$ cat config.mk
export PLATFORM = sky130hd
export DESIGN_NAME = add_accum
export DESIGN_NICKNAME = d
export VERILOG_FILES = /design/src/rtl/add_accum_pkg.sv /design/src/rtl/add_accum_alu.sv /design/src/rtl/add_accum.sv
export SDC_FILE = /design/constraint.sdc
export NUM_CORES = 1
export LEC_CHECK = 0
export CORE_MARGIN = 3
export CORE_UTILIZATION = 65
export DETAILED_ROUTE_END_ITERATION = 6
export DONT_BUFFER_PORTS = 1
export GPL_TIMING_DRIVEN = 1
export MAX_ROUTING_LAYER = met4
export PLACE_DENSITY = 0.79
export SETUP_SLACK_MARGIN = 0.15
export SYNTH_ARGS = -nofsm -noshare
export SYNTH_HDL_FRONTEND = slang
export SYNTH_SLANG_ARGS = --single-unit
$ cat constraint.sdc
create_clock -name clk_i -period 3 [get_ports clk_i]
set_input_delay 0.75 -clock clk_i [delete_from_list [all_inputs] [get_ports clk_i]]
set_output_delay 0.75 -clock clk_i [all_outputs]
set_load 0.05 [all_outputs]
$ cat src/rtl/add_accum_pkg.sv
// Shared definitions for the add/accumulate block: operation encodings
// used by the datapath, the bench and future ALU blocks.
package add_accum_pkg;

    localparam logic [1:0] OP_ADD = 2'b00;
    localparam logic [1:0] OP_SUB = 2'b01;
    localparam logic [1:0] OP_ACC = 2'b10;
    localparam logic [1:0] OP_CLR = 2'b11;

endpackage

$ cat src/rtl/add_accum_alu.sv
// Combinational datapath for add_accum: produces the next result, next
// accumulator value and overflow flag for one operation.
module add_accum_alu
    import add_accum_pkg::*;
#(
    parameter int WIDTH    = 4,
    parameter int SATURATE = 0
) (
    input  logic [1:0]     op_i,
    input  logic [WIDTH-1:0] a_i,
    input  logic [WIDTH-1:0] b_i,
    input  logic [WIDTH:0]   acc_i,
    output logic [WIDTH:0]   next_y_o,
    output logic [WIDTH:0]   next_acc_o,
    output logic             next_ovf_o
);

    logic [WIDTH+1:0] accSum;

    // One guard bit above the accumulator width exposes accumulator overflow.
    assign accSum = {1'b0, acc_i} + {2'b00, a_i};

    always_comb begin
        next_y_o   = '0;
        next_acc_o = acc_i;
        next_ovf_o = 1'b0;
        case (op_i)
            OP_ADD: next_y_o = {1'b0, a_i} + {1'b0, b_i};
            OP_SUB: next_y_o = {1'b0, a_i} - {1'b0, b_i};
            OP_ACC: begin
                if (accSum[WIDTH+1]) begin
                    next_ovf_o = 1'b1;
                    next_acc_o = (SATURATE != 0) ? '1 : accSum[WIDTH:0];
                end else begin
                    next_acc_o = accSum[WIDTH:0];
                end
                next_y_o = next_acc_o;
            end
            OP_CLR: next_acc_o = '0;
            default: next_y_o = '0;
        endcase
    end

endmodule

$ cat src/rtl/add_accum.sv
// Registered add/sub/accumulate unit with valid/ready handshakes on input
// and output; one-cycle latency, full throughput when the consumer is ready.
module add_accum
    import add_accum_pkg::*;
#(
    parameter int WIDTH    = 4,
    parameter int SATURATE = 0
) (
    input  logic             clk_i,
    input  logic             rst_i,
    input  logic             in_valid_i,
    output logic             in_ready_o,
    input  logic [1:0]       op_i,
    input  logic [WIDTH-1:0] a_i,
    input  logic [WIDTH-1:0] b_i,
    output logic             out_valid_o,
    input  logic             out_ready_i,
    output logic [WIDTH:0]   y_o,
    output logic             ovf_o
);

    logic [WIDTH:0] acc_q, acc_d;
    logic [WIDTH:0] y_q, y_d;
    logic           ovf_q, ovf_d;
    logic           outValid_q, outValid_d;
    logic [WIDTH:0] aluY, aluAcc;
    logic           aluOvf;
    logic           accept;

    add_accum_alu #(
        .WIDTH   (WIDTH),
        .SATURATE(SATURATE)
    ) u_alu (
        .op_i      (op_i),
        .a_i       (a_i),
        .b_i       (b_i),
        .acc_i     (acc_q),
        .next_y_o  (aluY),
        .next_acc_o(aluAcc),
        .next_ovf_o(aluOvf)
    );

    assign in_ready_o = !outValid_q || out_ready_i;
    assign accept     = in_valid_i && in_ready_o;

    // A stalled result freezes everything; a drain with a new accept replaces it.
    always_comb begin
        acc_d      = acc_q;
        y_d        = y_q;
        ovf_d      = ovf_q;
        outValid_d = outValid_q;
        if (accept) begin
            acc_d      = aluAcc;
            y_d        = aluY;
            ovf_d      = aluOvf;
            outValid_d = 1'b1;
        end else if (out_ready_i) begin
            outValid_d = 1'b0;
        end
    end

    always_ff @(posedge clk_i) begin
        if (rst_i) begin
            acc_q      <= '0;
            y_q        <= '0;
            ovf_q      <= 1'b0;
            outValid_q <= 1'b0;
        end else begin
            acc_q      <= acc_d;
            y_q        <= y_d;
            ovf_q      <= ovf_d;
            outValid_q <= outValid_d;
        end
    end

    assign y_o         = y_q;
    assign ovf_o       = ovf_q;
    assign out_valid_o = outValid_q;

endmodule

Word level (Yosys, flattened, before mapping)
Cells that the tools add are included.
{ "totals": {"register_bits": 12, "inputBits": 14, "out_inout_bits": 8, "elab_cells": 23} }
{ "classes": {"n_addsub": 3, "eq_ne": 3, "n_mux": 6, "n_reduce_logical": 7} }
{ "op_table": {"columns": ["op", "count"], "rows": [
  ["one-hot mux 5 bit (3 select lines)", 1],
  ["one-hot mux 5 bit (2 select lines)", 1],
  ["adder 5 x 4 -> 6 bit", 1],
  ["adder 4 x 4 -> 5 bit", 1],
  ["subtractor 4 x 4 -> 5 bit", 1],
  ["equality test 2 bit (second input constant)", 2],
  ["two-way mux 1 bit", 4],
  ["nonzero test 2 bit", 2],
  ["equality test 2 x 1 -> 1 bit (second input constant)", 1],
  ["logical NOT 2 bit", 1],
  ["AND reduction 2 bit", 1],
  ["logical AND 1 bit", 1],
  ["logical NOT 1 bit", 1],
  ["logical OR 1 bit", 1]
]} }

Logic depth before layout (Yosys ltp)
{ "depth": {"depth_word": 4, "depth_mapped": 10, "mapped_depth_nobuf": 10} }

Modules after synthesis
Synthesis repeated with hierarchy kept, for this count alone.
{ "unflattened": {"hier_cells": 122, "area_unflattened_um2": 1051.0} }
{ "modules_own_cells": {"columns": ["mod", "n_inst", "cells_per_inst", "area_each_um2", "seq_area_each_um2"], "rows": [
  ["add_accum", 1, 54, 550.5, 240.2],
  ["add_accum_alu", 1, 68, 500.5, 0.0]
]} }

Worst setup path after synthesis
Ideal clock, no wire load.
{ "synth_path": {"kind": "input -> register", "start": "input port b_i[0]", "end": "register y_q[4] (netlist: y_o[4])", "setup_time_ps": 132, "t_arrival_ps": 2176, "t_required_ps": 2868, "path_slack_ps": 692, "path_stages": 9, "n_path_buf": 0, "path_cell_list": "inv_1 -> ha_1 -> mux2i_1 -> fa_1 -> a21o_1 -> a21oi_2 -> xor2_1 -> a22oi_1 -> a21oi_1"} }
{ "synth_between": {"elab_chain_cells": 2, "elab_cells_between_ends": 3, "cone_classes": "add/sub (2); mux (1)"} }
{ "synth_lines": {"columns": ["item", "line_no", "rtl"], "rows": [
  ["start: declaration", "add_accum.sv:15", "input logic [WIDTH-1:0] b_i,"],
  ["subtractor 4 x 4 -> 5 bit / adder 4 x 4 -> 5 bit (equally long branches)", "add_accum_alu.sv:29, add_accum_alu.sv:28", null],
  ["one-hot mux 5 bit (3 select lines) *", "add_accum_alu.sv:27", "case (op_i)"],
  ["end signal: assignment", "add_accum.sv:70", "y_q <= y_d;"],
  ["end: declaration", "add_accum.sv:23", "logic [WIDTH:0] y_q, y_d;"]
]} }
Every way passes the cells marked *; elsewhere a longest branch is shown, timed or not.
A chain may end at the register's enable or synchronous reset.

Final worst setup path
{ "layout_path": {"start": "input port op_i[0]", "end": "register y_q[4] (netlist: y_o[4])"} }
{ "layout_between": {"elab_chain_cells": 2, "elab_cells_between_ends": 4, "cone_classes": "eq/ne (2); mux (1); reduce/logical (1)"} }
{ "layout_lines": {"columns": ["item", "line_no", "rtl"], "rows": [
  ["start: declaration", "add_accum.sv:13", "input logic [1:0] op_i,"],
  ["equality test 2 bit (tied with other cells)", "add_accum_alu.sv:27", null],
  ["one-hot mux 5 bit (3 select lines) *", "add_accum_alu.sv:27", null]
]} }
Marked as above.

==> impl_metrics.csv <==
group,metric,value,unit
drt,wirelength,1649,µm
yosys,synthCells,102,
setup_path,worst-r2r-setup-slack,1.20,ns
grt,grt_pass1_wl,2718,µm
worst_hold_path,hp-start,"acc_q[3]",
layout,fillers,90,
sta,timing.final.crit_share,70.35,%
grt,grt_pass1_vias,662,
drt,via_per_inst,5.831,
sta,tns,0,ns
yosys,yosysSeqAreaShare,28.44,%
pwr,clkPwrFrac,25.4,%
setup_path,rr_endpoint,"y_o[4]",
drt,drtIter0Drc,14,
sta,fin_crit,2.110,ns
grt,grt.overflow.total,0,
layout,drive_gt1_share,8.654,%
run,maxCapViolCount,0,
yosys,ys_warn_count,0,
outcome,status,"finished, final reports clean",
pwr,p_leak,0.3855,nW
grt,grt_max_degree,13,
sta,fin_worst_hold_slack,0.4597,ns
grt,antenna_found_initial,0,
yosys,syn_nets,127,
pwr,switching_share,33.99,%
cts,ctsLongestPathBuffers,2,
worst_hold_path,hp-class,"register to register",
pwr,seqPwrFrac,50.5,%
drt,drt_pass1_iterations,4,
placed_design,port-buffer-count,0,
pwr,irDropWorstVdd,0.3325,mV
floorplan,die_area,1768,µm²
grt,grt_usage,20.40,%
layout,final_cell_mix,"12 x nor2_1, 12 x a21oi_1, 12 x dfxtp_1, 11 x inv_1, 9 x ha_1",
layout,stdcell_count,118,
cts,htreeDepth,1,
yosys,synth_cell_types,26,
placed_design,dp_hpwl,1339,µm
cts,cts_root_buf,"clkbuf_4",
setup_path,critPathCaptureType,"register",
setup_path,reg2regPathDepth,8,
yosys,avgSynthCellArea,8.280,µm²
sta,grt_setup_unrepaired,"false",
sta,tightest_slew,0.5648,ns
drt,drc,0,
pwr,power,0.0003906,W
sta,clock_skew,0.003215,ns
cts,tritoncts,"yes",
cts,ctsResizeCount,0,
setup_path,rr_startpoint,"acc_q[0]",
setup_path,start_kind,"input port",
setup_path,crit_arrival,2.32,ns
drt,ant_nets,0,
pwr,combPwrFrac,24.1,%
sta,postLayoutSetupSlackWorst,0.8896,ns
floorplan,die_w,42.05,µm
yosys,syn-cell-area,844.6,µm²
cts,postCtsSetupBuffers,0,
sta,drv_slew,0,
pwr,p_int,0.0002578,W
pwr,power.net_switching,0.0001327,W
floorplan,rows,12,
layout,fin_nets,131,
floorplan,initial_utilization,73.05,%
cts,clk_latency,0.28,ns
setup_path,setup.worst_path.class,"input port to register",
pwr,power_per_cell_area,443.4,nW/µm²
sta,setup_violations,0,
cts,hold_buffers,0,
yosys,ys_seq_elements,12,
cts,clk_pin_slew_worst_paths,0.07,ns
sta,finalHoldViolations,0,
layout,diodes,0,
drt,vias,688,
sta,relSlewSlack,62.29,%
worst_hold_path,whs_path_depth,2,
layout,area_delta_synth_final,4.296,%
placed_design,dp_cells,115,
setup_path,cp.required,3.21,ns
placed_design,place_ws,0.6016,ns
floorplan,fp.coreArea,1156,µm²
sta,max_freq,0.4738,GHz
worst_hold_path,hold_path_end,"acc_q[3]",
floorplan,chipHeight,42.05,µm
placed_design,gp_congestion,0.9078,
setup_path,critPathMaxFanout,4,
floorplan,io_pins,22,
cts,cts_made_buffers,3,
cts,cts_sinks,12,
drt,wl_per_cell,13.97,µm
## kinds of logic (layout without fill, tap and decap cells)
logic type	after synthesis	after routing	share of synthesized area (%)
simple gates	32	32	19.85
fa+ha+maj	11	11	18.07
buf+inv	12	14	5.333
xor+xnor	7	7	7.259
flops	12	12	28.44
compound gates	27	27	19.85
mux	1	1	1.185
## power groups by stage
stage	Sequential, W	Clock [W]	Combinational, W
5_1_grt	0.000198	0.000105	0.000106
6_report	0.000197	0.0000994	0.0000941
3_5_place_dp	0.000201	0	0.0000927
4_1_cts	0.000197	0.000101	0.0000942
2_1_floorplan	0.000199	0	0.0000807
3_3_place_gp	0.000201	0	0.0000909
## synth_stat cells, drive strengths merged
library cell   n  share of area, %
and2           1               1.0
nor3           2               1.2
nand3          2               1.2
nand2b         4               3.9
clkbuf         1              0.44
o221ai         2               2.1
ha             9                13
nand2          8               4.4
inv           11               4.9
a21o           2               1.8
a21oi         14               9.2
fa             2               4.7
nor2b          2               1.5
nor2          13               6.7
o211ai         1              0.89
dfxtp         12                28
o21ai          4               2.4
mux2i          1               1.2
xnor2          4               4.1
xor2           3               3.1
a22oi          4               3.6
## worst max-delay path by stage
stage / start / endpoint / slack [ns]
6_report: op_i[0] / y_o[4] / 0.89
3_5_place_dp: b_i[0] / y_o[4] / 0.60
4_1_cts: b_i[0] / y_o[4] / 0.88
3_3_place_gp: b_i[0] / y_o[4] / 0.66
5_1_grt: op_i[0] / y_o[4] / 0.75
2_1_floorplan: b_i[0] / y_o[4] / 0.69
## worst max-delay path, stage by stage
cell and delay, ns:
nor2b_1 0.22, mux2i_1 0.16, fa_1 0.46, a21o_1 0.19, a21oi_2 0.14, xor2_1 0.15
a22oi_1 0.10, a21oi_1 0.15
## area by class of cell
class | instances | area [µm²] | area share, %
multi-input cells | 78 | 559.3 | 63.49
flip-flops and latches | 12 | 240.2 | 27.27
inverters | 11 | 41.29 | 4.687
well taps | 14 | 17.52 | 1.989
clock buffers | 3 | 22.52 | 2.557
## per-layer routing
metal | vias up | share of wire (%) | GRT usage, %
met5 | - | 0 | -
met3 | 7 | 10 | 5.579
met4 | 0 | 2.5 | 9.317
met1 | 298 | 43 | 24.80
li1 | 351 | - | -
met2 | 32 | 44 | 31.48
## sequential cells by signal, summed over array words and instances (netlist names)
signal,cells
acc_q,5
out_valid_o,1
ovf_o,1
y_o,5
## through the flow
step	utilization, %	area [µm²]
2_1_floorplan	-	844.6
3_3_place_gp	74.24	858.3
3_5_place_dp	74.24	858.3
4_1_cts	76.19	880.8
5_1_grt	76.19	880.8
6_report	76.19	880.8
(Power assumes the default switching activity.)
